**src/rtl/dspi_pkg.sv**
```systemverilog
// Shared DSPI encodings: instruction types, control-packet chunk codes,
// packet-type bit positions and the control-node address map.
package dspi_pkg;

  typedef enum logic [2:0] {
    INSTR_IDLE      = 3'd0,
    INSTR_REQUEST   = 3'd2,
    INSTR_LOOKAHEAD = 3'd3,
    INSTR_REWIND    = 3'd5,
    INSTR_RESTART   = 3'd6,
    INSTR_FINISH    = 3'd7
  } instr_e;

  // Absolute control chunk codes (ChunkID MSB = 0)
  localparam int CP_A_EOS                    = 0;
  localparam int CP_A_CTRL_READ_RESPONSE_32b = 1;
  localparam int CP_A_MEM_READ_REQUEST_512b  = 2;
  localparam int CP_A_MEM_READ_RESPONSE_512b = 3;
  localparam int CP_A_MEM_WRITE_512b         = 4;

  // Relative control chunk codes (ChunkID MSB = 1)
  localparam int CP_R_CTRL_READ_REQUEST_32b = 0;
  localparam int CP_R_CTRL_WRITE_32b        = 1;

  localparam int TYPE_DATA_BIT = 0;
  localparam int TYPE_CTRL_BIT = 1;

  localparam logic [11:0] ADDR_CNT_BASE    = 12'h100;
  localparam logic [11:0] ADDR_EOS         = 12'h200;
  localparam logic [11:0] ADDR_STATUS      = 12'h300;

endpackage

```
**src/rtl/dspi_ctrl_regfile.sv**
```systemverilog
// Control-node register space: config registers, per-stream packet counters,
// sticky EOS bitmap and status word behind a single-cycle access port.
module dspi_ctrl_regfile
  import dspi_pkg::*;
#(
  parameter int STREAM_ID_NUM   = 16,
  parameter int REG_NUM         = 8,
  parameter int STREAM_ID_WIDTH = $clog2(STREAM_ID_NUM)
) (
  input  logic                       clk,
  input  logic                       srst,
  input  logic                       wr_en_i,
  input  logic [11:0]                addr_i,
  input  logic [31:0]                wdata_i,
  output logic [31:0]                rdata_o,
  input  logic                       inc_en_i,
  input  logic [STREAM_ID_WIDTH-1:0] inc_sid_i,
  input  logic                       eos_set_i,
  input  logic [STREAM_ID_WIDTH-1:0] eos_sid_i,
  input  logic [31:0]                status_i,
  output logic [32*REG_NUM-1:0]      cfg_o
);

  logic [31:0]              cfg_q [REG_NUM];
  logic [31:0]              cnt_q [STREAM_ID_NUM];
  logic [STREAM_ID_NUM-1:0] eos_q;
  logic [STREAM_ID_NUM-1:0] eos_d;

  genvar gi;
  generate
    for (gi = 0; gi < REG_NUM; gi++) begin : g_cfg
      always_ff @(posedge clk) begin
        if (srst) begin
          cfg_q[gi] <= '0;
        end else if (wr_en_i && addr_i == 12'(gi)) begin
          cfg_q[gi] <= wdata_i;
        end
      end
      assign cfg_o[32*gi +: 32] = cfg_q[gi];
    end

    for (gi = 0; gi < STREAM_ID_NUM; gi++) begin : g_cnt
      // Write-clear and increment never coincide: one packet per cycle.
      always_ff @(posedge clk) begin
        if (srst) begin
          cnt_q[gi] <= '0;
        end else if (wr_en_i && addr_i == ADDR_CNT_BASE + 12'(gi)) begin
          cnt_q[gi] <= '0;
        end else if (inc_en_i && inc_sid_i == STREAM_ID_WIDTH'(gi) &&
                     cnt_q[gi] != 32'hFFFF_FFFF) begin
          cnt_q[gi] <= cnt_q[gi] + 32'd1;
        end
      end
    end
  endgenerate

  always_comb begin
    eos_d = eos_q;
    if (eos_set_i) begin
      eos_d[eos_sid_i] = 1'b1;
    end else if (wr_en_i && addr_i == ADDR_EOS) begin
      eos_d = eos_q & ~wdata_i[STREAM_ID_NUM-1:0];
    end
  end

  always_ff @(posedge clk) begin
    if (srst) begin
      eos_q <= '0;
    end else begin
      eos_q <= eos_d;
    end
  end

  // Read returns pre-update state; the caller registers it.
  always_comb begin
    rdata_o = '0;
    for (int i = 0; i < REG_NUM; i++) begin
      if (addr_i == 12'(i)) rdata_o = cfg_q[i];
    end
    for (int i = 0; i < STREAM_ID_NUM; i++) begin
      if (addr_i == ADDR_CNT_BASE + 12'(i)) rdata_o = cnt_q[i];
    end
    if (addr_i == ADDR_EOS)    rdata_o = 32'(eos_q);
    if (addr_i == ADDR_STATUS) rdata_o = status_i;
  end

endmodule

```
**src/rtl/dspi_ctrl_node.sv**
```systemverilog
// DSPI pipeline node: one forward and one backward register stage, terminating
// relative control packets addressed to this node (ChannelID selector 0).
module dspi_ctrl_node
  import dspi_pkg::*;
#(
  parameter int DATA_WIDTH                  = 512,
  parameter int STREAM_ID_NUM               = 16,
  parameter int CHUNK_ID_NUM                = 32,
  parameter int CHANNEL_ID_NUM              = 1024,
  parameter int STATE_WIDTH                 = 32,
  parameter int INSTRUCTION_WIDTH           = 3,
  parameter int INSTRUCTION_PARAMETER_WIDTH = 16,
  parameter int REG_NUM                     = 8,
  parameter int STREAM_ID_WIDTH             = $clog2(STREAM_ID_NUM),
  parameter int CHUNK_ID_WIDTH              = $clog2(CHUNK_ID_NUM),
  parameter int CHANNEL_ID_WIDTH            = $clog2(CHANNEL_ID_NUM),
  parameter int NUM_32B_FIELDS              = DATA_WIDTH / 32
) (
  input  logic                                   clk,
  input  logic                                   rstIn,
  output logic                                   rstOut,

  input  logic [DATA_WIDTH-1:0]                  Front_Data,
  input  logic [1:0]                             Front_Type,
  input  logic                                   Front_Last,
  input  logic [STREAM_ID_WIDTH-1:0]             Front_StreamID,
  input  logic [CHUNK_ID_WIDTH-1:0]              Front_ChunkID,
  input  logic [CHANNEL_ID_WIDTH-1:0]            Front_ChannelID,
  input  logic [STATE_WIDTH-1:0]                 Front_State,

  output logic [DATA_WIDTH-1:0]                  Back_Data,
  output logic [1:0]                             Back_Type,
  output logic                                   Back_Last,
  output logic [STREAM_ID_WIDTH-1:0]             Back_StreamID,
  output logic [CHUNK_ID_WIDTH-1:0]              Back_ChunkID,
  output logic [CHANNEL_ID_WIDTH-1:0]            Back_ChannelID,
  output logic [STATE_WIDTH-1:0]                 Back_State,

  input  logic [INSTRUCTION_WIDTH-1:0]           Back_InstructionType,
  input  logic [STREAM_ID_WIDTH-1:0]             Back_InstructionStreamID,
  input  logic [CHANNEL_ID_WIDTH-1:0]            Back_InstructionChannelID,
  input  logic [INSTRUCTION_PARAMETER_WIDTH-1:0] Back_InstructionParameter,

  output logic [INSTRUCTION_WIDTH-1:0]           Front_InstructionType,
  output logic [STREAM_ID_WIDTH-1:0]             Front_InstructionStreamID,
  output logic [CHANNEL_ID_WIDTH-1:0]            Front_InstructionChannelID,
  output logic [INSTRUCTION_PARAMETER_WIDTH-1:0] Front_InstructionParameter,

  output logic [32*REG_NUM-1:0]                  cfgOut,
  input  logic [31:0]                            statusIn
);

  localparam int CLW = CHUNK_ID_WIDTH - 1;

  logic rst_q;

  logic [DATA_WIDTH-1:0]       data_q,  data_d;
  logic [1:0]                  type_q,  type_d;
  logic                        last_q,  last_d;
  logic [STREAM_ID_WIDTH-1:0]  sid_q,   sid_d;
  logic [CHUNK_ID_WIDTH-1:0]   cid_q,   cid_d;
  logic [CHANNEL_ID_WIDTH-1:0] chid_q,  chid_d;
  logic [STATE_WIDTH-1:0]      state_q, state_d;

  logic [INSTRUCTION_WIDTH-1:0]           itype_q;
  logic [STREAM_ID_WIDTH-1:0]             isid_q;
  logic [CHANNEL_ID_WIDTH-1:0]            ichid_q;
  logic [INSTRUCTION_PARAMETER_WIDTH-1:0] iparam_q;

  logic           is_ctrl, is_data, is_rel, consume, is_wr, is_rd, eos_set;
  logic [CLW-1:0] chunk_code;
  logic [31:0]    rdata;

  always_ff @(posedge clk) begin
    rst_q <= rstIn;
  end
  assign rstOut = rst_q;

  // 2'b11 decodes as control; the data bit only counts when control is clear.
  assign is_ctrl    = Front_Type[TYPE_CTRL_BIT];
  assign is_data    = Front_Type[TYPE_DATA_BIT] & ~Front_Type[TYPE_CTRL_BIT];
  assign is_rel     = Front_ChunkID[CHUNK_ID_WIDTH-1];
  assign chunk_code = Front_ChunkID[CLW-1:0];
  assign consume    = is_ctrl & is_rel & (Front_ChannelID == '0);
  assign is_wr      = consume & (chunk_code == CLW'(CP_R_CTRL_WRITE_32b));
  assign is_rd      = consume & (chunk_code == CLW'(CP_R_CTRL_READ_REQUEST_32b));
  assign eos_set    = is_ctrl & ~is_rel & (chunk_code == CLW'(CP_A_EOS));

  dspi_ctrl_regfile #(
    .STREAM_ID_NUM   (STREAM_ID_NUM),
    .REG_NUM         (REG_NUM),
    .STREAM_ID_WIDTH (STREAM_ID_WIDTH)
  ) u_regfile (
    .clk       (clk),
    .srst      (rst_q),
    .wr_en_i   (is_wr),
    .addr_i    (Front_State[11:0]),
    .wdata_i   (Front_Data[31:0]),
    .rdata_o   (rdata),
    .inc_en_i  (is_data),
    .inc_sid_i (Front_StreamID),
    .eos_set_i (eos_set),
    .eos_sid_i (Front_StreamID),
    .status_i  (statusIn),
    .cfg_o     (cfgOut)
  );

  always_comb begin
    data_d  = Front_Data;
    type_d  = Front_Type;
    last_d  = Front_Last;
    sid_d   = Front_StreamID;
    cid_d   = Front_ChunkID;
    chid_d  = Front_ChannelID;
    state_d = Front_State;
    if (consume) begin
      data_d = '0;
      type_d = 2'b00;
      last_d = 1'b0;
      cid_d  = '0;
      chid_d = '0;
      if (is_rd) begin
        data_d = {NUM_32B_FIELDS{rdata}};
        type_d = 2'b10;
        last_d = 1'b1;
        cid_d  = {1'b0, CLW'(CP_A_CTRL_READ_RESPONSE_32b)};
      end
    end else if (is_ctrl && is_rel) begin
      chid_d = Front_ChannelID - CHANNEL_ID_WIDTH'(1);
    end
  end

  always_ff @(posedge clk) begin
    if (rst_q) begin
      data_q   <= '0;
      type_q   <= '0;
      last_q   <= 1'b0;
      sid_q    <= '0;
      cid_q    <= '0;
      chid_q   <= '0;
      state_q  <= '0;
      itype_q  <= INSTRUCTION_WIDTH'(INSTR_IDLE);
      isid_q   <= '0;
      ichid_q  <= '0;
      iparam_q <= '0;
    end else begin
      data_q   <= data_d;
      type_q   <= type_d;
      last_q   <= last_d;
      sid_q    <= sid_d;
      cid_q    <= cid_d;
      chid_q   <= chid_d;
      state_q  <= state_d;
      itype_q  <= Back_InstructionType;
      isid_q   <= Back_InstructionStreamID;
      ichid_q  <= Back_InstructionChannelID;
      iparam_q <= Back_InstructionParameter;
    end
  end

  assign Back_Data      = data_q;
  assign Back_Type      = type_q;
  assign Back_Last      = last_q;
  assign Back_StreamID  = sid_q;
  assign Back_ChunkID   = cid_q;
  assign Back_ChannelID = chid_q;
  assign Back_State     = state_q;

  assign Front_InstructionType      = itype_q;
  assign Front_InstructionStreamID  = isid_q;
  assign Front_InstructionChannelID = ichid_q;
  assign Front_InstructionParameter = iparam_q;

endmodule

```
**config.mk**
```make
export PLATFORM = sky130hd
export DESIGN_NAME = dspi_ctrl_node
export DESIGN_NICKNAME = d
export VERILOG_FILES = /design/src/rtl/dspi_pkg.sv /design/src/rtl/dspi_ctrl_regfile.sv /design/src/rtl/dspi_ctrl_node.sv
export SDC_FILE = /design/constraint.sdc
export NUM_CORES = 2
export LEC_CHECK = 0
export ABC_AREA = 1
export CAP_MARGIN = 5
export CORE_AREA = 8 8 571 573
export DETAILED_ROUTE_END_ITERATION = 12
export DIE_AREA = 0 0 579 581
export DONT_BUFFER_PORTS = 1
export PLACE_DENSITY = 0.31
export SLEW_MARGIN = 20
export SYNTH_ARGS = -nofsm -noshare
export SYNTH_HDL_FRONTEND = slang
export SYNTH_SLANG_ARGS = --single-unit
```
**constraint.sdc**
```tcl
create_clock -name clk -period 6.6 [get_ports clk]
set_clock_uncertainty 0.2 [all_clocks]
set_input_delay 0.66 -clock clk [delete_from_list [all_inputs] [get_ports clk]]
set_output_delay 0.66 -clock clk [all_outputs]
set_load 0.1 [all_outputs]
```
* Word-level counts from Yosys, hierarchy flattened
Memory sizes are Yosys's and may differ from the RTL's. Index checks and enable logic that the tools add are counted.
Cells by class: $add $sub $neg 17, multiply operators 0, divide/modulo/power cells 0, order comparisons 2, eq/ne operators 57, shifts and indexed selects 0, muxes and demuxes 217, bitwise gates (word level) 52, reductions and logical operators 65
Operators by type and width (number):
- $mux 32 | 66
- $mux 512 | 2
- $add 32x1->32 const B | 16
- $ne 32x32->1 const B | 16
- $eq 12x9->1 const B | 16
- $mux 1 | 142
- $logic_and 1x1->1 | 59
- $eq 12x3->1 const B | 4
- $or 1x1->1 | 40
- $eq 4x4->1 const B | 8
- $mux 16 | 2
- $eq 12x10->1 const B | 2
- $eq 12x2->1 const B | 2
- $and 16x16->16 | 1
- $eq 4x3->1 const B | 4
- $not 16->16 | 1
- $or 16x16->16 | 1
- $eq 12x1->1 const B | 1
- $logic_not 12->1 | 1
- $logic_not 10->1 | 1
- $mux 10 | 1
- $sub 10x1->10 const B | 1
- $eq 4x1->1 const B | 2
- $eq 4x2->1 const B | 2
- 10 further kinds | 19
Word-level totals: bits in registers 616, bits in latches 0, bits in writable memories 768, bits in read-only memories 0, word-level logic and storage cells 425, memories kept 2
Memory list:
- u_regfile.cnt_q | words 16, width 32, read ports 16, clocked after Yosys merged registers in 0, wr ports 16, line dspi_ctrl_regfile.sv:25 | logic [31:0] cnt_q [STREAM_ID_NUM];
- u_regfile.cfg_q | words 8, width 32, read ports 8, clocked after Yosys merged registers in 0, wr ports 8, line dspi_ctrl_regfile.sv:24 | logic [31:0] cfg_q [REG_NUM];

* Logic depth before layout (Yosys ltp)
word-level depth 29, mapped depth 26, depth with buffers taken out 24

* Modules after synthesis
From an unflattened synthesis, not the netlist that was laid out.
Unflattened totals: cell total of the unflattened synthesis 7594, area, all modules 64140.3 µm²
By module, submodules not included:
- dspi_ctrl_regfile | times used 1, cells an instance 5585, area an instance 46032.9 µm²
- dspi_ctrl_node | times used 1, cells an instance 2009, area an instance 18107.4 µm²

* Least setup slack after synthesis
OpenSTA, ideal clock, no wires.
path kind input port to flip-flop, start point input port Front_ChannelID[0], end point memory u_regfile.cfg_q[0][0], enable pin, setup time 466 ps, arrival 4494 ps, required time 5934 ps, setup slack 1440 ps, cell stages on the path 13, path buffers 1, cells stage by stage inv_1 -> ha_1 -> inv_1 -> nor2_1 -> nand3_1 -> nor2_1 -> nand4_1 -> nor2_1 -> inv_1 -> nor2_1 -> inv_1 -> clkbuf_1 -> o21ai_0
RTL lines:
- from (decl) | line dspi_ctrl_node.sv:28 | input logic [CHANNEL_ID_WIDTH-1:0] Front_ChannelID,
- to (decl) | line dspi_ctrl_regfile.sv:24

* Final worst setup path
start point input port Front_State[10], end point register data_q[79] (netlist: Back_Data[79])
Between the ends: longest elaborated chain between the ends 29, elaborated cells between the ends (all ways) 54, classes of those cells eq/ne (25); mux (28); reduce/logical (1)
Ends and longest elaborated chain:
- from (decl) | line dspi_ctrl_node.sv:29 | input logic [STATE_WIDTH-1:0] Front_State,
- $logic_not 12->1 | line dspi_ctrl_regfile.sv:78 | if (addr_i == 12'(i)) rdata_o = cfg_q[i];
- $mux 32 (8 in series) | line dspi_ctrl_regfile.sv:78
- $mux 32 (16 in series) | line dspi_ctrl_regfile.sv:81 | if (addr_i == ADDR_CNT_BASE + 12'(i)) rdata_o = cnt_q[i];
- $mux 32 | line dspi_ctrl_regfile.sv:83 | if (addr_i == ADDR_EOS) rdata_o = 32'(eos_q);
- $mux 32 * | line dspi_ctrl_regfile.sv:84 | if (addr_i == ADDR_STATUS) rdata_o = status_i;
- $mux 512 * | line dspi_ctrl_node.sv:122 | if (is_rd) begin
- $mux 512 * | line dspi_ctrl_node.sv:116 | if (consume) begin
- to (signal assigned) | line dspi_ctrl_node.sv:147 | data_q <= data_d;
- to (decl) | line dspi_ctrl_node.sv:57 | logic [DATA_WIDTH-1:0] data_q, data_d;
Mark *: on every way between the ends. The rest lies on a longest branch, timed or not. A chain may end at the register's enable or synchronous reset.

==> metrics.cfg <==
[run_status]
status=completed

[logic_synthesis]
synth_area_um2=62600
synth.distinct_cells=57
syn_area_per_cell_um2=8.51
netlist_instances=7363
yosysSeqAreaShare=0.565
synth-seq-cells=1384
synth_fp_nets=8013
synthFlopType=edfxtp_1
ys_warn_count=0
synthArstFlopShare=0
synth_edf_count=768

[power]
switching_share=0.334
power_frac_seq=0.473
p_int_mw=16.4
peakVddDrop_mv=0.193
powerDensity_nw_per_um2=299
p_clk_frac=0.447
power.leakage_nw=34.3
power_frac_comb=0.080
power.switching_mw=8.24

[placement]
dp_cells=11600
dp.final_hpwl_um=420000
gp_congestion=1.01
io_buffers=0
placed_area_um2=69800

[clock_tree]
post_cts_buffers=0
cts_root_buf=clkbuf_16
cts_tree=yes
cts_made_buffers=193
ctsLongestPathBuffers=4
cts_resized=0
cts_sinks=1384
cts.htree.levels=4
clkTransAtPathRegs_ns=0.06
clk_latency_ns=0.88

[timing]
fin_tns_setup_ns=0
period_minus_slack_ns=5.58
tightest_slew_ns=1.24
fmax_mhz=179
finalCritPeriodShare=0.846
finalHoldViolations=0
drv_slew=0
setup_viol=0
rsz0062_at_grt=false
relSlewSlack=0.175

[detailed_routing]
routed_wl_um=511000
vias=58700
drc=0
postRouteAntennaNets=0
drt-initial-drc-count=5469
dr.pass1.iters=6
viasPerCell=4.66
wl_per_cell_um=40.5

[global_route]
grt_pass1_wl_um=647000
overflow=0
grt_max_degree=105
track_usage=0.292
antenna_found_initial=244
grt_pass1_vias=58300

[worst_setup_path]
crit_start=Front_State[10]
cp_data_arrival_time_ns=6.11
r2r_end=u_regfile.cnt_q[0][62]
path_max_fanout=16
r2r_setup_slack_ns=1.38
crit_end=Back_Data[79]
rr_startpoint=u_regfile.cnt_q[0][32]
r2r_cells=15
crit_required_ns=7.13
start_kind=input pin
critPathCaptureType=flip-flop
crit_type=input pin to flip-flop

[final_layout]
finalNetCount=8880
fin_area_um2=82400
drive_gt1_frac=0.115
layoutNonFillerInstCount=12600
area_growth_syn_to_layout_pct=31.6

[run]
cap_viol_max_count=0

[floorplanning]
die_x_um=579
initial_core_util=0.198
dieArea_um2=336000
fp-row-count=207
boundaryPins=1489
core_um2=317000
die_h_um=581

[min_path]
min_path_type=input pin to flip-flop

-- cell usage in the layout (no fill, tap or decap), drive strengths merged, types with 10 or more instances in the layout --
cell / Yosys / routed
ha: 17 / 17
nor3: 211 / 211
bufinv: 0 / 17
diode: 0 / 44
nand4: 204 / 204
a21oi: 221 / 221
buf: 89 / 336
inv: 751 / 757
nand2: 2257 / 2257
and3b: 17 / 17
clkinv: 13 / 79
a31oi: 17 / 17
o211ai: 17 / 17
dfxtp: 616 / 616
o21ai: 139 / 139
nand3: 228 / 228
edfxtp: 768 / 768
o22ai: 10 / 10
nor3b: 169 / 169
nor4: 71 / 71
xnor2: 37 / 37
nor2: 1143 / 1143
a211oi: 29 / 29
dlygate4sd3: 0 / 593
and3: 15 / 15
clkbuf: 169 / 258
xor2: 81 / 81
or2: 34 / 34
-- cell families (layout without fill, tap and decap cells) --
kind of cell	after synthesis	count (layout)	synth area share
fa+ha+maj	17	17	0.00340
other cells	0	44	0
xor+xnor	118	118	0.0165
buf+inv	1022	2043	0.0654
compound gates	462	462	0.0413
simple gates	4360	4360	0.308
flops	1384	1384	0.565
-- sequential cells by signal, summed over array words and instances (netlist names), 4 cells and up --
register	cells
Back_StreamID	4
u_regfile.eos_q	16
Back_Data	512
Front_InstructionChannelID	10
Front_InstructionStreamID	4
Front_InstructionParameter	16
Back_State	32
u_regfile.cfg_q	256
u_regfile.cnt_q	512
Back_ChannelID	10
Back_ChunkID	5
-- per-layer routing --
metal,global-route usage,part of all wire
met2,0.506,0.48
met1,0.345,0.39
met3,0.0997,0.091
met5,0,0.00024
met4,0.0698,0.031
-- cells in the mapped netlist (26+ instances only) --
master | number | area, µm²
nor4_1 | 53 | 332
nor3_2 | 28 | 280
inv_2 | 27 | 101
o21ai_0 | 133 | 666
dfxtp_1 | 616 | 12300
nand3_1 | 212 | 1060
nor3b_1 | 167 | 1250
a211oi_1 | 28 | 210
nor3_1 | 180 | 901
nor2_1 | 1080 | 4050
or2_2 | 32 | 200
buf_4 | 26 | 195
a21oi_1 | 221 | 1110
clkbuf_1 | 169 | 634
nand2_1 | 2239 | 8400
buf_2 | 44 | 220
inv_1 | 724 | 2720
xnor2_1 | 37 | 324
nor2_2 | 52 | 325
edfxtp_1 | 768 | 23100
xor2_1 | 81 | 709
nand4_1 | 190 | 1190
-- power by group through the flow --
stage | Combinational (mW) | Clock [mW] | Sequential, mW
2_1_floorplan | 0.475 | 0 | 11.9
3_3_place_gp | 1.47 | 0 | 11.9
3_5_place_dp | 1.49 | 0 | 11.8
4_1_cts | 1.98 | 11.3 | 11.7
5_1_grt | 2.03 | 11.6 | 11.7
6_report | 1.96 | 11.0 | 11.7
-- what timing repair did --
action / in CTS / in global routing
setup endpoints to repair: 0 / 0
endpoints found under the hold margin: 756 / 3
hold buffers: 594 / 3
-- worst min path at each step --
stage                                   from                  to  slack [ns]  cells past startpoint
after floorplan           u_regfile.eos_q[2]  u_regfile.eos_q[2]        0.26                      2
after global placement    u_regfile.eos_q[3]  u_regfile.eos_q[3]        0.27                      2
after detailed placement  u_regfile.eos_q[3]  u_regfile.eos_q[3]        0.28                      2
after CTS                  Front_StreamID[3]  u_regfile.eos_q[8]      0.0009                      4
after global routing         Front_Data[481]      Back_Data[481]        0.02                      2
final                        Front_Data[481]      Back_Data[481]        0.03                      2
-- critical path, stage by stage --
cell	delay (ns)
dlygate4sd3_1	0.54
inv_1	0.07
nand2_1	0.35
nor2_4	0.16
buf_4	0.25
nand2_2	0.11
inv_2	0.10
buf_4	0.26
nand2_1	0.12
nand2_1	0.06
a21oi_1	0.11
nand4_1	0.10
nor2_1	0.12
nand3_1	0.16
nor2_1	0.21
nand3_1	0.15
nor3_1	0.29
nand3_1	0.25
nor3_1	0.55
nand3_1	0.15
o21ai_1	0.47
nand3_1	0.16
nand2_2	0.09
buf_4	0.38
nand2_1	0.12
-- metrics by stage --
stage | utilization | setup WS, ns | power, mW | hold slack [ns]
2_1_floorplan | - | 1.44 | 12.4 | 0.258
3_3_place_gp | 0.220 | 0.351 | 13.3 | 0.274
3_5_place_dp | 0.220 | 0.217 | 13.3 | 0.280
4_1_cts | 0.260 | 0.979 | 25.0 | 0.000863
5_1_grt | 0.260 | 0.728 | 25.3 | 0.0155
6_report | 0.260 | 1.02 | 24.7 | 0.0333
-- cell type report --
class	count	area, µm²
Tap cell	4180	5230
Clock buffer	257	5430
Sequential cell	1384	35400
Clock inverter	92	1010
Fill cell	34500	234000
Timing Repair Buffer	930	8840
Inverter	764	2880
Antenna cell	44	110
Multi-Input combinational cell	4957	23500
Power figures use the tool's default switching activity.
